<file path="src/rtl/cdc_nff_sync_filt.sv">
// Per-bit N-flop synchronizer with stability filter and registered edge pulses.
// Filter is compiled in when CDC_SYNC_FILTER_EN is defined; otherwise dout_o is the last sync flop.
module cdc_nff_sync_filt #(
  parameter int unsigned           DATA_WIDTH    = 8,
  parameter int unsigned           SYNC_STAGES   = 2,
  parameter int unsigned           FILTER_CYCLES = 4,
  parameter logic [DATA_WIDTH-1:0] RESET_VAL     = '0
) (
  input  logic                  clk,
  input  logic                  rstn,
  input  logic [DATA_WIDTH-1:0] din_i,
  output logic [DATA_WIDTH-1:0] dout_o,
  output logic [DATA_WIDTH-1:0] rise_o,
  output logic [DATA_WIDTH-1:0] fall_o,
  output logic                  change_o
);

  if (SYNC_STAGES < 2) begin : gen_bad_stages
    $error("SYNC_STAGES must be >= 2");
  end
  if (FILTER_CYCLES < 1) begin : gen_bad_filter
    $error("FILTER_CYCLES must be >= 1");
  end
  if (DATA_WIDTH < 1) begin : gen_bad_width
    $error("DATA_WIDTH must be >= 1");
  end

  logic [DATA_WIDTH-1:0] sync_q [SYNC_STAGES];
  logic [DATA_WIDTH-1:0] sync;
  logic [DATA_WIDTH-1:0] dout_d;
  logic [DATA_WIDTH-1:0] prev;
  logic [DATA_WIDTH-1:0] rise_d, fall_d;
  logic [DATA_WIDTH-1:0] rise_q, fall_q;
  logic                  change_q;

  // Plain flop chain: nothing may sit between stages.
  always_ff @(posedge clk) begin
    if (!rstn) begin
      for (int k = 0; k < SYNC_STAGES; k++) sync_q[k] <= RESET_VAL;
    end else begin
      sync_q[0] <= din_i;
      for (int k = 1; k < SYNC_STAGES; k++) sync_q[k] <= sync_q[k-1];
    end
  end

  assign sync = sync_q[SYNC_STAGES-1];

`ifdef CDC_SYNC_FILTER_EN
  localparam int unsigned     CntW   = $clog2(FILTER_CYCLES + 1);
  localparam logic [CntW-1:0] CntMax = CntW'(FILTER_CYCLES - 1);

  logic [CntW-1:0]       cnt_q [DATA_WIDTH];
  logic [CntW-1:0]       cnt_d [DATA_WIDTH];
  logic [DATA_WIDTH-1:0] dout_q;

  // Any cycle where sync agrees with dout clears the count: no partial credit.
  always_comb begin
    dout_d = dout_q;
    for (int i = 0; i < DATA_WIDTH; i++) begin
      cnt_d[i] = '0;
      if (sync[i] != dout_q[i]) begin
        if (cnt_q[i] == CntMax) begin
          dout_d[i] = sync[i];
        end else begin
          cnt_d[i] = cnt_q[i] + CntW'(1);
        end
      end
    end
  end

  always_ff @(posedge clk) begin
    if (!rstn) begin
      dout_q <= RESET_VAL;
      for (int i = 0; i < DATA_WIDTH; i++) cnt_q[i] <= '0;
    end else begin
      dout_q <= dout_d;
      for (int i = 0; i < DATA_WIDTH; i++) cnt_q[i] <= cnt_d[i];
    end
  end

  assign prev   = dout_q;
  assign dout_o = dout_q;
`else
  // Next value of the last stage is the stage before it, so pulses land with the level.
  assign dout_d = sync_q[SYNC_STAGES-2];
  assign prev   = sync;
  assign dout_o = sync;
`endif

  assign rise_d = dout_d & ~prev;
  assign fall_d = ~dout_d & prev;

  always_ff @(posedge clk) begin
    if (!rstn) begin
      rise_q   <= '0;
      fall_q   <= '0;
      change_q <= 1'b0;
    end else begin
      rise_q   <= rise_d;
      fall_q   <= fall_d;
      change_q <= |(rise_d | fall_d);
    end
  end

  assign rise_o   = rise_q;
  assign fall_o   = fall_q;
  assign change_o = change_q;

endmodule

</file>
<file path="config.mk">
export PLATFORM = sky130hd
export DESIGN_NAME = cdc_nff_sync_filt
export DESIGN_NICKNAME = d
export VERILOG_FILES = /design/src/rtl/cdc_nff_sync_filt.sv
export SDC_FILE = /design/constraint.sdc
export NUM_CORES = 1
export LEC_CHECK = 0
export BUFFER_PORTS_ARGS = -buffer_cell sky130_fd_sc_hd__buf_2
export CAP_MARGIN = 5
export CELL_PAD_IN_SITES_DETAIL_PLACEMENT = 1
export CELL_PAD_IN_SITES_GLOBAL_PLACEMENT = 1
export CORE_MARGIN = 2
export CORE_UTILIZATION = 29
export DETAILED_ROUTE_END_ITERATION = 8
export PLACE_DENSITY = 0.67
export REMOVE_ABC_BUFFERS = 1
export SLEW_MARGIN = 25
export SYNTH_ARGS = -nofsm -noshare
export SYNTH_HDL_FRONTEND = slang
export SYNTH_SLANG_ARGS = --single-unit
</file>
<file path="constraint.sdc">
create_clock -name clk -period 1.5 [get_ports clk]
set_clock_uncertainty 0.05 [all_clocks]
set_input_delay 0.075 -clock clk [delete_from_list [all_inputs] [get_ports clk]]
set_output_delay 0.075 -clock clk [all_outputs]
set_load 0.02 [all_outputs]
</file>
======== Word level (Yosys, flattened, before mapping) ========
Memory sizes are Yosys's and may differ from the RTL's.
Cells that the tools add are included.
cells by class
  muxes and demuxes ....................... 4
  bitwise operators ....................... 7
  reduce and logical (&&, ||, !) cells .... 1
operators by type and width
  operator         count
  $and 8x8->8      2
  $mux 8           2
  $not 8->8        2
  $or 8x8->8       1
  $reduce_or 8->1  1
  $mux 1           2
  $or 1x1->1       2
word-level totals
  register bits ........................... 17
  memory bits (writable) .................. 16
  output and inout bits ................... 25
  memories kept ........................... 1
memory list
  name    words  bits a word  read ports  clocked after Yosys merged registers in  wr ports  RTL line  source
  sync_q  2      8            2           0                                        2         28        logic [DATA_WIDTH-1:0] sync_q [SYNC_STAGES];

======== Logic depth before layout (Yosys ltp) ========
Gate-level depths: netlist of run 1.
  depth after elaboration ................. 4
  mapped depth ............................ 4
  gate-level depth less buffers ........... 4

======== Least setup slack after synthesis of run 1 ========
No wires, ideal clock.
  kind .................................... register to register
  start ................................... memory sync_q[1][5], in the netlist sync_q[0][13]
  end ..................................... register change_q, in the netlist change_o
  data arrival time ....................... 1.030 ns
  data required time ...................... 1.335 ns
  path slack .............................. 0.306 ns
  cell stages (with the launch flop) ...... 5
  path buffers ............................ 0
  clock period less this slack ............ 1.194 ns
  cell sequence ........................... dfxtp_1 > inv_1 > ha_1 > nand4_1 > o21a_1
RTL lines
  item                  RTL line  source
  start, declared       28
  end signal, assigned  101       change_q <= |(rise_d | fall_d);
  end, declared         34        logic change_q;

==> impl_metrics.env, run 1 <==
export IMPL_criticalPathCategory="flip-flop to flip-flop"
export IMPL_grt_busiest_layer="met2"
export IMPL_hp_class="input pin to flip-flop"
export IMPL_fmaxAchievable_ghz=0.881
export IMPL_via_count=781
export IMPL_antenna_found_initial=0
export IMPL_yosysTopAreaCell="dfxtp_1"
export IMPL_die_area_um2=4510
export IMPL_routedWlPerCell_um=9.58
export IMPL_synth_cells=103
export IMPL_synth_top_area_frac=0.571
export IMPL_synth_mux_area_frac=0
export IMPL_path_max_fanout=3
export IMPL_die_w_um=67.1
export IMPL_final_nets=175
export IMPL_avgSynthCellArea_um2=11.2
export IMPL_use_met3=0.0483
export IMPL_ir_worst_vdd_uv=542
export IMPL_antenna_cells=0
export IMPL_finalWirelength_mm=1.90
export IMPL_ys_ff_latch=33
export IMPL_synthesis_area_um2=1160
export IMPL_die_y_um=67.1
export IMPL_htreeDepth=2
export IMPL_synth_top_family_by_area="simple AND/OR/NAND/NOR gates"
export IMPL_firstDrtPassIters=2
export IMPL_ant_nets=0
export IMPL_cp_start_kind="flip-flop"
export IMPL_tns_ps=0
export IMPL_syn2layout_area_growth_pct=34.3
export IMPL_p_leak_nw=0.773
export IMPL_rsz0062_at_grt="false"
export IMPL_start_util=0.309
export IMPL_seq_area_frac_synth=0.571
export IMPL_critPathRequiredTime_ps=1620
export IMPL_power_mw=1.79
export IMPL_synth_compound_area_frac=0.00649
export IMPL_synth_edf_count=0
export IMPL_drive_above_1_share=0.280
export IMPL_drc_errors=0
export IMPL_synth_cell_types=8
export IMPL_ys_top_cells_by_area="dfxtp_1 (57%), and2_1 (17%), ha_1 (17%)"
export IMPL_yosys_area_share_simple=0.184
export IMPL_ys_top_cells_by_count="dfxtp_1 (33), and2_1 (32), ha_1 (16), inv_1 (16)"
export IMPL_numCtsBuffers=5
export IMPL_grtUsageMet1=0.102
export IMPL_synth_xor_area_frac=0
export IMPL_grt_first_pass_wirelength_mm=3.16
export IMPL_synth_ff_type="dfxtp_1"
export IMPL_grt_pass1_vias=799
export IMPL_tightest_slew_ps=410
export IMPL_period_share=0.756
export IMPL_arrival_ps=1260
export IMPL_cts_tree="yes"
export IMPL_ios=35
export IMPL_overflow=0
export IMPL_endpoint_kind="flip-flop"
export IMPL_clock_latency_ps=280
export IMPL_clock_sinks=33
export IMPL_yosys_warnings=0
export IMPL_portBuffers=34
export IMPL_slew_headroom=0.727
export IMPL_async_reset_ff_frac=0
export IMPL_grt_use_total=0.0985
export IMPL_area_sequential_um2=661
export IMPL_slew_violations=0
export IMPL_grt_max_degree=34
export IMPL_clk_pin_slew_ps=60
export IMPL_fp_coreArea_um2=3740
export IMPL_multi_input_area_um2=420
export IMPL_drtIter0Drc=26
export IMPL_fill_cells=443
export IMPL_hold_viol=0
export IMPL_num_rows=22
export IMPL_status="complete, no violations"
export IMPL_use_met2=0.156
export IMPL_post_cts_resize_count=0
export IMPL_setup_violations=0
export IMPL_period_minus_slack_ps=1130
export IMPL_cts_buffer_depth=2
export IMPL_synthAdderAreaFrac=0.173
export IMPL_viasPerCell=3.94
export IMPL_max_cap_violations=0
export IMPL_hpwl_mm=1.38
export IMPL_root_buffer="clkbuf_8"
export IMPL_pwr_density_cell_nw_per_um2=1150
export IMPL_yosysMostFrequentCell="dfxtp_1"
export IMPL_gp_congestion=0.619
-- metal layers --
metal,vias to the layer above,routed length [um]
met5,-,0
met4,0,36
met3,6,174
met2,25,873
met1,355,813
li1,395,-
-- per-stage QoR --
stage / utilization / setup slack [ps] / instance area (um2) / hold slack [ps] / instances
after CTS: 0.415 / 362 / 1550 / 200 / 198
after global routing: 0.415 / 307 / 1550 / 227 / 198
after detailed placement: 0.366 / 371 / 1370 / 236 / 182
after global placement: 0.366 / 394 / 1370 / 229 / 182
final: 0.415 / 365 / 1550 / 189 / 198
after floorplan: - / 306 / 1140 / 142 / 100
-- cells in the final DEF (no fill, tap or decap), drive strengths merged --
cell,synthesis,layout
clkbuf,2,7
nand4,2,2
dfxtp,33,33
dlygate4sd3,0,8
clkinv,0,1
ha,16,16
inv,16,16
o21a,1,1
and2,32,32
buf,1,34
-- cell families (layout without fill, tap and decap cells) --
family / after synthesis / in the layout
buf+inv: 19 / 66
flops: 33 / 33
simple gates: 34 / 34
fa+ha+maj: 16 / 16
compound gates: 1 / 1
-- worst max-delay path: stages, from the launching register on --
cell,delay [ps]
dfxtp_1,360
inv_1,60
ha_1,280
nand4_1,100
o21a_1,170
-- area by class of cell --
type | count | area share
clock buffers | 7 | 0.0620
clock inverters | 1 | 0.00322
multi-input cells | 51 | 0.271
flip-flops and latches | 33 | 0.425
inverters | 16 | 0.0387
well taps | 48 | 0.0387
repair buffers | 42 | 0.161
-- power by group --
part / switching, mW / internal (mW) / total, mW
Combinational: 0.0762 / 0.0690 / 0.145
Sequential: 0.0177 / 0.913 / 0.930
Clock: 0.299 / 0.414 / 0.713
-- flip-flops by register name (all words and copies together) (netlist names) --
register and cells:
sync_q 16, fall_o 8, rise_o 8, change_o 1
-- final timing paths --
path / slack (ps) / from / cells after the start / to
setup / recovery: 370 / sync_q[0][8] / 4 / change_o
hold / removal: 190 / rstn / 2 / change_o
setup reg to reg: 370 / sync_q[0][8] / 4 / change_o
hold reg to reg: 440 / sync_q[0][2] / 1 / sync_q[0][10]
-- timing repair --
action | CTS | global route
buffers inserted | 0 | 0
hold buffers | 8 | 0
hold endpoints to repair | 8 | 0
Note: power is estimated with default switching activity, not from simulation.
==> run 2: changes to the inputs <==
Settings changed: ABC_AREA from default to 1, PLACE_DENSITY 0.67 to 0.68.
Clock period 1.5 ns to 1.2 ns, I/O delays scaled along.
==> run 2 against run 1 <==
Effect of this change:
- combinational power rose by 40%
- sequential share of layout area fell by 1.8 points
- critical path depth grew 1
- power up 27%
- critical path type unchanged
- critical endpoint unchanged
==> impl_metrics.env, run 2 <==
export IMPL_status="complete, no violations"
export IMPL_worstReg2RegEnd="change_o"
export IMPL_syn2layout_area_growth_pct=29.3
export IMPL_multi_input_area_um2=348
export IMPL_criticalPathCategory="flip-flop to flip-flop"
export IMPL_hp_class="input pin to flip-flop"
export IMPL_final_nets=214
export IMPL_htreeDepth=2
export IMPL_endpoint_kind="flip-flop"
export IMPL_final_cell_mix="inv_1 (49), nand2_1 (36), buf_2 (34)"
export IMPL_grt_use_total=0.102
export IMPL_grt_pass1_vias=869
export IMPL_critPathMaxStageDelay_ps=370
export IMPL_synth_ff_type="dfxtp_1"
export IMPL_synthesis_area_um2=1250
export IMPL_viasPerCell=3.76
export IMPL_period_share=0.884
export IMPL_cp_cell_sequence="inv_1, ha_1, nand2_1, nor2_1, a21oi_1"
export IMPL_use_met3=0.0523
export IMPL_timing_rr_start="sync_q[0][14]"
export IMPL_tightest_slew_ps=317
export IMPL_path_buf_inv=1
export IMPL_fill_cells=515
export IMPL_synth_cell_types=9
export IMPL_critPathCapture="change_o"
export IMPL_tns_ps=0
export IMPL_cts_tree="yes"
export IMPL_avgSynthCellArea_um2=8.89
export IMPL_path_max_fanout=3
export IMPL_grtUsageMet1=0.0998
export IMPL_clk_pin_slew_ps=70
export IMPL_start_util=0.307
export IMPL_portBuffers=34
export IMPL_via_count=898
export IMPL_hold_viol=0
export IMPL_clock_sinks=33
export IMPL_critPathRequiredTime_ps=1320
export IMPL_gp_congestion=0.668
export IMPL_rrSetupSlack_ps=140
export IMPL_synth_edf_count=0
export IMPL_routedWlPerCell_um=9.08
export IMPL_cpLargestDelayFamily="flip-flops"
export IMPL_slew_headroom=0.789
export IMPL_drtIter0Drc=28
export IMPL_grt_first_pass_wirelength_mm=3.77
export IMPL_regMostFlops="sync_q"
export IMPL_cp_slowest_cell="dfxtp_1"
export IMPL_period_minus_slack_ps=1060
export IMPL_arrival_ps=1180
export IMPL_die_area_um2=4870
export IMPL_setup_violations=0
export IMPL_finalWirelength_mm=2.17
export IMPL_min_path_cells=3
export IMPL_hpwl_mm=1.59
export IMPL_ios=35
export IMPL_ant_nets=0
export IMPL_yosys_warnings=0
export IMPL_ys_ff_latch=33
export IMPL_cp_depth=5
export IMPL_root_buffer="clkbuf_8"
export IMPL_ys_top_cells_by_count="inv_1 (49), nand2_1 (36), dfxtp_1 (33)"
export IMPL_cts_buffer_depth=2
export IMPL_synth_top_area_frac=0.527
export IMPL_die_y_um=69.8
export IMPL_final_common_cell="inv_1"
export IMPL_max_cap_violations=0
export IMPL_synth_cells=141
export IMPL_drive_above_1_share=0.233
export IMPL_ys_top_cells_by_area="dfxtp_1 (53%), ha_1 (16%), inv_1 (15%)"
export IMPL_critPathLaunch="sync_q[0][14]"
export IMPL_area_sequential_um2=661
export IMPL_drc_errors=0
export IMPL_async_reset_ff_frac=0
export IMPL_yosysMostFrequentCell="inv_1"
export IMPL_numCtsBuffers=5
export IMPL_antenna_cells=0
export IMPL_grt_max_degree=18
export IMPL_overflow=0
export IMPL_slew_violations=0
export IMPL_antenna_found_initial=0
export IMPL_holdWs_ps=101
export IMPL_fmaxAchievable_ghz=0.942
export IMPL_cp_start_kind="flip-flop"
export IMPL_yosysTopAreaCell="dfxtp_1"
export IMPL_fp_coreArea_um2=4090
export IMPL_pwr_density_cell_nw_per_um2=1400
export IMPL_seq_area_frac_synth=0.527
export IMPL_use_met2=0.179
export IMPL_p_leak_nw=1.04
export IMPL_die_w_um=69.8
export IMPL_clock_latency_ps=280
export IMPL_largest_reg_flops=16
export IMPL_firstDrtPassIters=2
export IMPL_rsz0062_at_grt="false"
export IMPL_r2r_cells=5
export IMPL_num_rows=23
export IMPL_ir_worst_vdd_uv=629
export IMPL_grt_busiest_layer="met2"
## run 2: cell types whose count changed in the layout (fill, tap and decap cells not counted), sizes merged
cell / previous run / this run
a21oi: 0 / 1
buf: 34 / 36
nand2: 0 / 36
and2: 32 / 0
o21a: 1 / 0
nor2: 0 / 2
inv: 16 / 49
nand4: 2 / 0
## run 2: timing repair
item,in CTS,in global routing
buffers inserted,0,0
endpoints found under the hold margin,8,0
hold buffers,8,0
resized for setup,0,0
## run 2: through the flow
stage	cell area (um2)	worst slack (ps)	total power, mW	util	std cells
floorplan	1190	72.8	1.29	-	137
CTS	1620	87.8	2.33	0.397	239
detailed placement	1440	105	1.38	0.352	223
global route	1620	32.1	2.43	0.397	239
global placement	1440	111	1.37	0.352	223
finish	1620	139	2.27	0.397	239
## run 2: cells by family (layout without fill, tap and decap cells)
logic type                 Yosys count  count (layout)  share of synthesized area
buffers and inverters               53             101                      0.196
AOI/OAI and AO/OA                    1               1                    0.00399
and+or+nand+nor                     38              38                      0.114
DFF                                 33              33                      0.527
adders and majority gates           16              16                      0.160
## run 2: worst register-to-register path: cells and delay by family, from the launching register on
family,cells,cell delay (ps)
buf+inv,1,60
compound gates,1,70
simple gates,2,150
flops,1,370
fa+ha+maj,1,270
## run 2: routing by layer
layer,vias to the layer above,part of all wire
met1,400,0.40
met3,2,0.070
met4,0,0.0083
met5,-,0
met2,22,0.53
li1,474,-
## run 2: how the worst min path moves through the flow
stage | end | start
detailed placement | sync_q[0][2] | din_i[2]
finish | sync_q[0][2] | rstn
global route | fall_o[5] | rstn
global placement | sync_q[0][7] | din_i[7]
CTS | sync_q[0][2] | rstn
floorplan | fall_o[1] | rstn
## run 2: power by group
part,total [mW],internal (mW),switching [mW],leakage [nW]
registers,1.16,1.14,0.0243,0.271
logic,0.203,0.0859,0.117,0.716
clock network,0.907,0.518,0.389,0.0542
total,2.27,1.74,0.530,1.04
## run 2: layout make-up
cell class | count | area share
repair buffers | 44 | 0.164
clock buffers | 7 | 0.0594
multi-input cells | 55 | 0.215
clock inverters | 1 | 0.00309
well taps | 50 | 0.0386
flip-flops and latches | 33 | 0.407
inverters | 49 | 0.113
==> run 3: changes to the inputs <==
Settings changed: CAP_MARGIN 5 to default, CTS_CLUSTER_SIZE from default to 40, PLACE_DENSITY 0.68 to default, PLACE_DENSITY_LB_ADDON from default to 0.1.
==> run 3 against run 2 <==
Effect of this change:
- non-clock buffer count stayed put
- clock power is 13% lower
- setup slack hardly changed
- maximum frequency hardly changed
- register-to-register slack hardly changed
- sequential cell count stayed put
==> impl_metrics.env, run 3 (same netlist as run 2, synthesis figures left out) <==
export IMPL_grt_pass1_vias=906
export IMPL_critPathRequiredTime_ps=1320
export IMPL_die_y_um=69.8
export IMPL_syn2layout_area_growth_pct=27.8
export IMPL_largest_reg_flops=16
export IMPL_drive_above_1_share=0.228
export IMPL_hold_viol=0
export IMPL_final_cell_mix="inv_1 (49), nand2_1 (36), buf_2 (34)"
export IMPL_final_nets=214
export IMPL_utilization=0.392
export IMPL_viasPerCell=3.85
export IMPL_criticalPathCategory="flip-flop to flip-flop"
export IMPL_fmaxAchievable_ghz=0.943
export IMPL_firstDrtPassIters=2
export IMPL_ant_nets=0
export IMPL_routedWlPerCell_um=9.11
export IMPL_regMostFlops="sync_q"
export IMPL_cts_buffer_depth=2
export IMPL_arrival_ps=1180
export IMPL_cts_tree="yes"
export IMPL_gp_congestion=0.608
export IMPL_slew_headroom=0.887
export IMPL_ir_worst_vdd_uv=520
export IMPL_p_leak_nw=1.03
export IMPL_pwr_density_cell_nw_per_um2=1350
export IMPL_status="complete, no violations"
export IMPL_start_util=0.307
export IMPL_die_w_um=69.8
export IMPL_setup_violations=0
export IMPL_slew_violations=0
export IMPL_portBuffers=34
export IMPL_cpLargestDelayFamily="flip-flops"
export IMPL_grt_max_degree=18
export IMPL_drtIter0Drc=13
export IMPL_tightest_slew_ps=169
export IMPL_path_buf_inv=1
export IMPL_finalWirelength_mm=2.18
export IMPL_period_minus_slack_ps=1060
export IMPL_htreeDepth=2
export IMPL_grt_first_pass_wirelength_mm=3.80
export IMPL_numCtsBuffers=5
export IMPL_ios=35
export IMPL_cp_start_kind="flip-flop"
export IMPL_final_common_cell="inv_1"
export IMPL_period_share=0.884
export IMPL_critPathMaxStageDelay_ps=370
export IMPL_max_cap_violations=0
export IMPL_fill_cells=503
export IMPL_clock_sinks=33
export IMPL_root_buffer="clkbuf_8"
export IMPL_endpoint_kind="flip-flop"
export IMPL_fp_coreArea_um2=4090
export IMPL_overflow=0
export IMPL_die_area_um2=4870
export IMPL_rsz0062_at_grt="false"
export IMPL_num_rows=23
export IMPL_hpwl_mm=1.60
export IMPL_via_count=920
export IMPL_grt_use_total=0.106
export IMPL_antenna_found_initial=0
export IMPL_cp_slowest_cell="dfxtp_1"
export IMPL_hp_class="input pin to flip-flop"
export IMPL_clk_pin_slew_ps=60
export IMPL_path_max_fanout=3
export IMPL_cp_cell_sequence="inv_1, ha_1, nand2_1, nor2_1, a21oi_1"
export IMPL_drc_errors=0
export IMPL_clock_latency_ps=280
export IMPL_antenna_cells=0
export IMPL_tns_ps=0
run 3: per-stage QoR:
stage	setup WS [ps]	power (mW)	instance area [um2]	instances	hold WS (ps)
final	139	2.16	1600	239	144
after global routing	4.55	2.29	1600	239	159
after CTS	102	2.21	1600	239	142
after detailed placement	119	1.38	1440	223	198
after global placement	152	1.37	1440	223	191
after floorplan	72.8	1.29	1190	137	103
run 3: worst paths after layout:
check / cells after the start / startpoint / endpoint / slack [ps]
min: 4 / rstn / sync_q[0][0] / 140
min reg2reg: 2 / sync_q[0][3] / sync_q[0][11] / 400
max: 5 / sync_q[0][12] / change_o / 140
max reg2reg: 5 / sync_q[0][12] / change_o / 140
run 3: tightest hold or removal path, delay by kind of cell:
family,cells,cell delay [ps]
buf+inv,3,330
simple gates,1,70
run 3: repair_timing:
action,CTS,global route
hold buffers,8,0
setup buffers,0,0
endpoints found under the setup margin,0,1
endpoints found under the hold margin,8,0
gates resized for setup,0,2
run 3: power breakdown:
group	leakage [nW]	switching (mW)	internal, mW
registers	0.272	0.0229	1.14
clock network	0.0395	0.379	0.412
logic	0.716	0.117	0.0865
run 3: layout make-up:
class	instances	area [um2]	area share
multi-input combinational	55	348	0.217
sequential	33	663	0.414
tap	50	62.6	0.0390
clock buffer	8	80.1	0.0500
inverter	49	184	0.115
timing repair buffer	44	265	0.165
run 3: routing by layer:
layer  GRT usage  part of all wire
met1      0.0911              0.37
met5           0                 0
met2       0.190              0.52
met3      0.0567             0.078
met4      0.0641             0.026
